**config.mk**
```make
export PLATFORM = sky130hd
export DESIGN_NAME = iir_biquad_sequencer_flat
export DESIGN_NICKNAME = d
export VERILOG_FILES = /design/src/rtl/iir_seq_pkg.sv /design/src/rtl/iir_biquad_sequencer_if.sv /design/src/rtl/iir_mac_unit.sv /design/src/rtl/iir_biquad_sequencer.sv /design/src/flat_wrapper.sv
export SDC_FILE = /design/constraint.sdc
export NUM_CORES = 2
export LEC_CHECK = 0
export BUFFER_PORTS_ARGS = -buffer_cell sky130_fd_sc_hd__buf_2
export CAP_MARGIN = 25
export CORE_MARGIN = 8
export CORE_UTILIZATION = 55
export CTS_CLUSTER_SIZE = 12
export DETAILED_ROUTE_END_ITERATION = 10
export GPL_TIMING_DRIVEN = 0
export PLACE_DENSITY = 0.75
export SLEW_MARGIN = 20
export SYNTH_ARGS = -nofsm -noshare
export SYNTH_HDL_FRONTEND = slang
export SYNTH_SLANG_ARGS = --single-unit
```
**constraint.sdc**
```tcl
create_clock -name clk -period 49.2 [get_ports clk]
set_input_delay 4.92 -clock clk [delete_from_list [all_inputs] [get_ports clk]]
set_output_delay 4.92 -clock clk [all_outputs]
set_load 0.1 [all_outputs]
```
**src/rtl/iir_seq_pkg.sv**
```systemverilog
// Shared types, constants and result narrowing for the biquad sequencer.
// Define IIR_SAT_EN to clamp each stage result; otherwise results wrap.
package iir_seq_pkg;

  localparam int unsigned DATA_W    = 16;
  localparam int unsigned PROD_W    = 32;
  localparam int unsigned ACC_W     = 36;
  localparam int unsigned FRAC_BITS = 14;
  localparam int unsigned NUM_TAPS  = 5;

  localparam logic signed [DATA_W-1:0] COEF_UNITY = 16'sd16384;

  localparam int unsigned B0 = 0;
  localparam int unsigned B1 = 1;
  localparam int unsigned B2 = 2;
  localparam int unsigned A1 = 3;
  localparam int unsigned A2 = 4;

  typedef enum logic [1:0] {IDLE, MAC, WB, DONE} state_t;

  // Drop the Q2.14 fraction (floor), then clamp or wrap to 16 bits.
  function automatic logic signed [DATA_W-1:0] narrow(input logic signed [ACC_W-1:0] acc);
    logic signed [ACC_W-1:0] sh;
    sh = acc >>> FRAC_BITS;
`ifdef IIR_SAT_EN
    if (sh > 36'sd32767)       return 16'sh7fff;
    else if (sh < -36'sd32768) return 16'sh8000;
    else                       return DATA_W'(sh);
`else
    return DATA_W'(sh);
`endif
  endfunction

endpackage

```
**src/rtl/iir_biquad_sequencer_if.sv**
```systemverilog
// Sample stream, status and coefficient-write bus of the biquad sequencer.
interface iir_biquad_sequencer_if
  import iir_seq_pkg::*;
#(
  parameter int unsigned COEF_AW = 5
);
  logic                     in_valid;
  logic signed [DATA_W-1:0] in_sample;
  logic                     in_ready;
  logic                     out_valid;
  logic signed [DATA_W-1:0] out_sample;
  logic                     overrun;
  logic                     coef_we;
  logic [COEF_AW-1:0]       coef_addr;
  logic signed [DATA_W-1:0] coef_wdata;
  logic                     coef_commit;
  logic                     commit_pending;

  modport master (
    output in_valid, in_sample, coef_we, coef_addr, coef_wdata, coef_commit,
    input  in_ready, out_valid, out_sample, overrun, commit_pending
  );

  modport slave (
    input  in_valid, in_sample, coef_we, coef_addr, coef_wdata, coef_commit,
    output in_ready, out_valid, out_sample, overrun, commit_pending
  );
endinterface

```
**src/rtl/iir_mac_unit.sv**
```systemverilog
// Shared signed 16x16 multiplier with a 36-bit clear/add/subtract accumulator.
module iir_mac_unit
  import iir_seq_pkg::*;
(
  input  logic                     clk,
  input  logic                     reset,
  input  logic                     en,
  input  logic                     clr,
  input  logic                     sub,
  input  logic signed [DATA_W-1:0] coef,
  input  logic signed [DATA_W-1:0] data,
  output logic signed [ACC_W-1:0]  acc
);
  logic signed [PROD_W-1:0] prod_c;
  logic signed [ACC_W-1:0]  prod_ext_c;
  logic signed [ACC_W-1:0]  base_c;

  assign prod_c     = coef * data;
  assign prod_ext_c = {{(ACC_W-PROD_W){prod_c[PROD_W-1]}}, prod_c};
  assign base_c     = clr ? '0 : acc;

  always_ff @(posedge clk or posedge reset) begin
    if (reset)   acc <= '0;
    else if (en) acc <= sub ? (base_c - prod_ext_c) : (base_c + prod_ext_c);
  end
endmodule

```
**src/rtl/iir_biquad_sequencer.sv**
```systemverilog
// Time-multiplexed DF-I biquad cascade with shadow/active coefficient banks.
// Build option: IIR_SAT_EN selects saturating stage results (default wraps).
module iir_biquad_sequencer
  import iir_seq_pkg::*;
#(
  parameter int unsigned NUM_STAGES = 4,
  parameter int unsigned COEF_AW    = $clog2(5*NUM_STAGES)
)(
  input  logic                   clk,
  input  logic                   reset,
  iir_biquad_sequencer_if.slave  bus
);
  localparam int unsigned NUM_COEF = NUM_TAPS * NUM_STAGES;
  localparam int unsigned STAGE_W  = (NUM_STAGES > 1) ? $clog2(NUM_STAGES) : 1;

  state_t state, state_nxt;
  logic [STAGE_W-1:0] stage;
  logic [2:0]         step;

  logic signed [DATA_W-1:0] shadow [NUM_COEF];
  logic signed [DATA_W-1:0] active [NUM_COEF];
  logic signed [DATA_W-1:0] x1 [NUM_STAGES];
  logic signed [DATA_W-1:0] x2 [NUM_STAGES];
  logic signed [DATA_W-1:0] y1 [NUM_STAGES];
  logic signed [DATA_W-1:0] y2 [NUM_STAGES];
  logic signed [DATA_W-1:0] cur_x;

  logic                     in_ready, out_valid, overrun, commit_pending;
  logic signed [DATA_W-1:0] out_sample;

  logic                     accept_c, mac_en_c, wb_en_c, last_c;
  logic [COEF_AW-1:0]       coef_sel_c;
  logic signed [DATA_W-1:0] mac_data_c;
  logic signed [DATA_W-1:0] y_c;
  logic signed [ACC_W-1:0]  acc;

  assign bus.in_ready       = in_ready;
  assign bus.out_valid      = out_valid;
  assign bus.out_sample     = out_sample;
  assign bus.overrun        = overrun;
  assign bus.commit_pending = commit_pending;

  always_ff @(posedge clk or posedge reset) begin
    if (reset) state <= IDLE;
    else       state <= state_nxt;
  end

  // Next state and per-cycle datapath strobes.
  always_comb begin
    state_nxt = state;
    accept_c  = 1'b0;
    mac_en_c  = 1'b0;
    wb_en_c   = 1'b0;
    last_c    = (stage == STAGE_W'(NUM_STAGES-1));
    case (state)
      IDLE: if (bus.in_valid) begin
        accept_c  = 1'b1;
        state_nxt = MAC;
      end
      MAC: begin
        mac_en_c = 1'b1;
        if (step == 3'(A2)) state_nxt = WB;
      end
      WB: begin
        wb_en_c   = 1'b1;
        state_nxt = last_c ? DONE : MAC;
      end
      DONE:    state_nxt = IDLE;
      default: state_nxt = IDLE;
    endcase
  end

  // Tap operand selection: step order is b0,b1,b2,a1,a2.
  always_comb begin
    coef_sel_c = COEF_AW'(NUM_TAPS * 32'(stage) + 32'(step));
    mac_data_c = '0;
    case (step)
      3'(B0):  mac_data_c = cur_x;
      3'(B1):  mac_data_c = x1[stage];
      3'(B2):  mac_data_c = x2[stage];
      3'(A1):  mac_data_c = y1[stage];
      3'(A2):  mac_data_c = y2[stage];
      default: mac_data_c = '0;
    endcase
  end

  iir_mac_unit u_mac (
    .clk   (clk),
    .reset (reset),
    .en    (mac_en_c),
    .clr   (step == 3'(B0)),
    .sub   (step >= 3'(A1)),
    .coef  (active[coef_sel_c]),
    .data  (mac_data_c),
    .acc   (acc)
  );

  assign y_c = narrow(acc);

  // Sequencing, history and output registers.
  always_ff @(posedge clk or posedge reset) begin
    if (reset) begin
      stage      <= '0;
      step       <= '0;
      cur_x      <= '0;
      in_ready   <= 1'b1;
      out_valid  <= 1'b0;
      out_sample <= '0;
      overrun    <= 1'b0;
      for (int i = 0; i < NUM_STAGES; i++) begin
        x1[i] <= '0;
        x2[i] <= '0;
        y1[i] <= '0;
        y2[i] <= '0;
      end
    end else begin
      in_ready  <= (state_nxt == IDLE);
      out_valid <= (state_nxt == DONE);
      if (bus.in_valid && state != IDLE) overrun <= 1'b1;
      if (accept_c) begin
        stage <= '0;
        step  <= '0;
        cur_x <= bus.in_sample;
      end
      if (mac_en_c) step <= step + 3'd1;
      if (wb_en_c) begin
        x2[stage] <= x1[stage];
        x1[stage] <= cur_x;
        y2[stage] <= y1[stage];
        y1[stage] <= y_c;
        cur_x     <= y_c;
        step      <= '0;
        if (last_c) out_sample <= y_c;
        else        stage      <= stage + STAGE_W'(1);
      end
    end
  end

  // Coefficient banks: the copy happens on any idle edge once a commit is pending.
  always_ff @(posedge clk or posedge reset) begin
    if (reset) begin
      commit_pending <= 1'b0;
      for (int i = 0; i < NUM_COEF; i++) begin
        shadow[i] <= ((i % NUM_TAPS) == 0) ? COEF_UNITY : '0;
        active[i] <= ((i % NUM_TAPS) == 0) ? COEF_UNITY : '0;
      end
    end else begin
      if (bus.coef_we && (32'(bus.coef_addr) < NUM_COEF))
        shadow[bus.coef_addr] <= bus.coef_wdata;
      if (state == IDLE && commit_pending) active <= shadow;
      if (bus.coef_commit)    commit_pending <= 1'b1;
      else if (state == IDLE) commit_pending <= 1'b0;
    end
  end
endmodule
```
**src/flat_wrapper.sv**
```systemverilog
// flat-port wrapper written by rule: the top's interface ports become plain ports
module iir_biquad_sequencer_flat import iir_seq_pkg::*;
#(
  parameter int unsigned NUM_STAGES = 4,
  parameter int unsigned COEF_AW    = $clog2(5*NUM_STAGES)
)
  (clk, reset, bus_in_valid, bus_in_sample, bus_coef_we, bus_coef_addr, bus_coef_wdata, bus_coef_commit, bus_in_ready, bus_out_valid, bus_out_sample, bus_overrun, bus_commit_pending);
  iir_biquad_sequencer_if #(.COEF_AW(COEF_AW)) bus_i ();
  input  logic clk;
  input  logic reset;
  input wire logic [$bits(bus_i.in_valid)-1:0] bus_in_valid;
  input wire logic [$bits(bus_i.in_sample)-1:0] bus_in_sample;
  input wire logic [$bits(bus_i.coef_we)-1:0] bus_coef_we;
  input wire logic [$bits(bus_i.coef_addr)-1:0] bus_coef_addr;
  input wire logic [$bits(bus_i.coef_wdata)-1:0] bus_coef_wdata;
  input wire logic [$bits(bus_i.coef_commit)-1:0] bus_coef_commit;
  output wire logic [$bits(bus_i.in_ready)-1:0] bus_in_ready;
  output wire logic [$bits(bus_i.out_valid)-1:0] bus_out_valid;
  output wire logic [$bits(bus_i.out_sample)-1:0] bus_out_sample;
  output wire logic [$bits(bus_i.overrun)-1:0] bus_overrun;
  output wire logic [$bits(bus_i.commit_pending)-1:0] bus_commit_pending;
  assign bus_i.in_valid = bus_in_valid;
  assign bus_i.in_sample = bus_in_sample;
  assign bus_i.coef_we = bus_coef_we;
  assign bus_i.coef_addr = bus_coef_addr;
  assign bus_i.coef_wdata = bus_coef_wdata;
  assign bus_i.coef_commit = bus_coef_commit;
  assign bus_in_ready = bus_i.in_ready;
  assign bus_out_valid = bus_i.out_valid;
  assign bus_out_sample = bus_i.out_sample;
  assign bus_overrun = bus_i.overrun;
  assign bus_commit_pending = bus_i.commit_pending;
  iir_biquad_sequencer #(.NUM_STAGES(NUM_STAGES), .COEF_AW(COEF_AW)) u_core (.clk(clk), .reset(reset), .bus(bus_i));
endmodule
```
==> tab_implementation.tex <==
\begin{tabular}{lr}
\hline
Metric & Value \\
\hline
\multicolumn{2}{l}{\textbf{Status}} \\
\quad Result of the run & finished clean \\
\multicolumn{2}{l}{\textbf{Clock network}} \\
\quad Cells resized by post-CTS repair & 0 \\
\quad H-tree lvl count & 3 \\
\quad Total number of clock tree sinks & 953 \\
\quad Maximum clock path buffer count & 3 \\
\quad Clock insertion delay at the later pin of the skew report & just under 0.7 ns \\
\quad Number of clock buffers inserted by TritonCTS & 96 \\
\quad Root buffer cell & clkbuf\_16 \\
\quad Cts-stage hold buffer count & 0 \\
\quad Clock slew at the register clock pins of the worst setup and hold paths & 0.06 ns \\
\quad Postcts setup bufs & 0 \\
\quad Clock tree from TritonCTS & yes \\
\multicolumn{2}{l}{\textbf{Setup path}} \\
\quad Kind of cell with the highest combined delay on the critical path & adder cells \\
\quad Kind of launch point of the worst setup path & register \\
\quad CP Capture Type & register \\
\quad Critical path required time & 49.75 ns \\
\quad Worst setup path class & register to register \\
\quad Arrival time of data at the critical path endpoint & around 15 ns \\
\quad Maximum fanout along the worst path & 10 \\
\quad CP Buf/Inv Count & 9 \\
\quad Longest individual stage delay on the worst path & 0.90 ns \\
\quad Cell with the largest stage delay on the worst path & clkbuf\_1 \\
\multicolumn{2}{l}{\textbf{Synth}} \\
\quad Yosys cell types & between 70 and 80 \\
\quad Post-synthesis sequential area ratio & 0.457 \\
\quad Nets in the synthesized netlist & 4342 \\
\quad Share of the synthesized area in the top cell type & 0.453 \\
\quad Prevailing post-synth register cell & dfrtp\_1 \\
\quad FF+latch count, synth & 953 \\
\quad Leading cell type by number of instances after synthesis & dfrtp\_1 \\
\quad Syn. warnings & 0 \\
\quad Cell types with the largest area share after synthesis & dfrtp\_1 (45\%), mux2\_2 (20\%), fa\_1 (9.6\%) \\
\quad Yosys top cell by area & dfrtp\_1 \\
\quad Leading cell types by count after synthesis & dfrtp\_1 (944), mux2\_2 (927), inv\_1 (327) \\
\quad Asr flop ratio synth & 1.00 \\
\quad EDFF count, synth & 0 \\
\quad Synthesized netlist cell count & 3922 \\
\quad Syn avg cell area & between 10 and 15 sq um \\
\quad Post-synthesis instance area & 0.0522 sq mm \\
\multicolumn{2}{l}{\textbf{GRT}} \\
\quad Global-route wire length before repair & 204000 um \\
\quad Vias in the first global route & between 30000 and 40000 \\
\quad Antenna violations before repair & 7 \\
\quad Overall overflow remaining after global route & 0 \\
\quad GRT Total Usage & 0.253 \\
\quad Largest net degree at the start of global routing & 112 \\
\multicolumn{2}{l}{\textbf{STA}} \\
\quad Final setup margin & 34.79 ns \\
\quad Count of pins over their slew limit & 0 \\
\quad Highest achievable clock rate & 0.0694 GHz \\
\quad Fin Clk Skew & 0.0457 ns \\
\quad Transition at the pin with the smallest max-transition slack & 1.15 ns \\
\quad Period Utilization, post-route & 0.293 \\
\quad Hold Vio Cnt, Final & 0 \\
\quad Setup repair after global routing missed its margin & false \\
\quad Final setup violation count & 0 \\
\quad Setup total negative slack & 0 ns \\
\quad Relative slew slack & 0.233 \\
\quad Min Clock Period, post-route & 14.41 ns \\
\multicolumn{2}{l}{\textbf{Layout}} \\
\quad Fill cell count & 7352 \\
\quad Share of post-route cells with drive strength above 1 & 0.321 \\
\quad NumNets Final & about 4500 \\
\quad Cell area after layout & 0.0573 sq mm \\
\quad Seq. cell area & 0.0239 sq mm \\
\quad Area growth from synthesis to final layout & 9.83\% \\
\quad Combined area of the multi-input logic cells & 0.0261 sq mm \\
\multicolumn{2}{l}{\textbf{Floorplanning}} \\
\quad Vert. Die Dim & 324 um \\
\quad Core Box Area & 0.0944 sq mm \\
\quad Standard-cell row count & 113 \\
\quad Width of the die & 324 um \\
\quad Total I/O pin count & 62 \\
\quad Die area & 0.105 sq mm \\
\quad Initial core utilization & 0.552 \\
\multicolumn{2}{l}{\textbf{Routing}} \\
\quad DRC errors left & 0 \\
\quad Iteration count of the initial detailed-routing pass & 6 \\
\quad Routed via count & 32300 \\
\quad DRC marker count from the first detailed-route iteration & 2386 \\
\quad Residual antenna-violating net count after detailed routing & 0 \\
\quad Via count normalized by instance count & approximately 6 \\
\quad Aggregate routed wire length & around 130000 um \\
\quad Average wire length per cell after detail routing & roughly 24 um \\
\multicolumn{2}{l}{\textbf{Run}} \\
\quad Max-cap violation count & 0 \\
\multicolumn{2}{l}{\textbf{Placed design}} \\
\quad Count of buffers from port buffering & 44 \\
\quad DP HPWL & 93600 um \\
\quad Worst-case setup slack after placement & 34.99 ns \\
\quad Standard cell area after detailed placement & 0.0543 sq mm \\
\quad Global placement routability congestion & 0.922 \\
\multicolumn{2}{l}{\textbf{Min path}} \\
\quad Type of the worst min-delay path & register to register \\
\hline
\end{tabular}
state kept, by name (all words and copies together) (netlist names):
register and flops:
u_core.bus.in_ready 1, u_core.bus.out_valid 1, u_core.bus.overrun 1, u_core.active 320, u_core.y2 64, u_core.u_mac.acc 30
u_core.step 3, u_core.y1 48, u_core.bus.out_sample 16, u_core.x1 64, u_core.bus.commit_pending 1, u_core.stage 2
u_core.x2 64, u_core.state 2, u_core.cur_x 16, u_core.shadow 320
cell usage in the layout, fill, tap and decap left out, types with 50 or more instances in the layout:
cell type and n:
nor2_1 120, o21ai_0 53, dfrtp_1 944, ha_1 128, and2_1 50, buf_2 62
xnor2_1 55, mux2_2 927, inv_1 326, fa_1 250, nand2_1 188, clkbuf_1 222
a21oi_1 64, mux4_2 147, clkbuf_16 96
metrics by stage:
step / instances / utilization / hold WS, ns
2_1_floorplan: 3922 / - / 0.440
3_3_place_gp: 5231 / 0.571 / 0.444
3_5_place_dp: 5247 / 0.575 / 0.448
4_1_cts: 5409 / 0.606 / 0.468
5_1_grt: 5410 / 0.607 / 0.492
6_report: 5416 / 0.607 / 0.466
path summary, 6_finish.rpt:
kind | start | to | slack [ns] | cells past startpoint
max in group asynchronous | reset | u_core.shadow[43] | 42.93 | 6
worst max-delay path | u_core.stage[1] | u_core.u_mac.acc[28] | 34.79 | 45
min in group asynchronous | reset | u_core.active[210] | 4.23 | 2
worst min register to register | u_core.shadow[165] | u_core.active[165] | 0.47 | 1
worst min-delay path | u_core.shadow[165] | u_core.active[165] | 0.47 | 1
worst max register to register | u_core.stage[1] | u_core.u_mac.acc[28] | 34.79 | 45
layer usage:
layer	wire length, um	track usage
met1	53900	0.334
met2	63100	0.417
met3	8370	0.0496
met4	5210	0.0960
met5	41	0
cell type report:
type	instances	share of cell area
multi-input combinational	2410	0.456
sequential	953	0.416
clock buffer	145	0.0472
tap	1265	0.0276
inverter	328	0.0216
buffer	231	0.0167
timing repair buffer	61	0.00954
clock inverter	17	0.00428
antenna	6	0.000262
logic make-up (layout without fill, tap and decap cells):
| logic type | Yosys count | after routing | synth area share |
|---|---|---|---|
| adder cells (fa/ha/maj) | 378 | 378 | 0.127 |
| XOR/XNOR | 88 | 88 | 0.0148 |
| other | 0 | 6 | 0 |
| AO/OA/AOI/OAI | 299 | 299 | 0.0384 |
| AND/OR/NAND/NOR | 538 | 538 | 0.0495 |
| multiplexers | 1107 | 1107 | 0.271 |
| buffers and inverters | 559 | 782 | 0.0419 |
| flip-flops | 953 | 953 | 0.457 |
worst reg2reg max path: cells and delay by family (launching register included):
kind,cells,cell delay (ns)
simple gates,7,0.98
fa+ha+maj,10,4.47
xor+xnor,3,0.45
flops,1,0.66
compound gates,12,2.89
mux,4,1.13
buf+inv,9,3.72
Power is left out: the tool's default activity adds up to more than one toggle a clock period on the data nets, which glitch-free logic cannot reach.
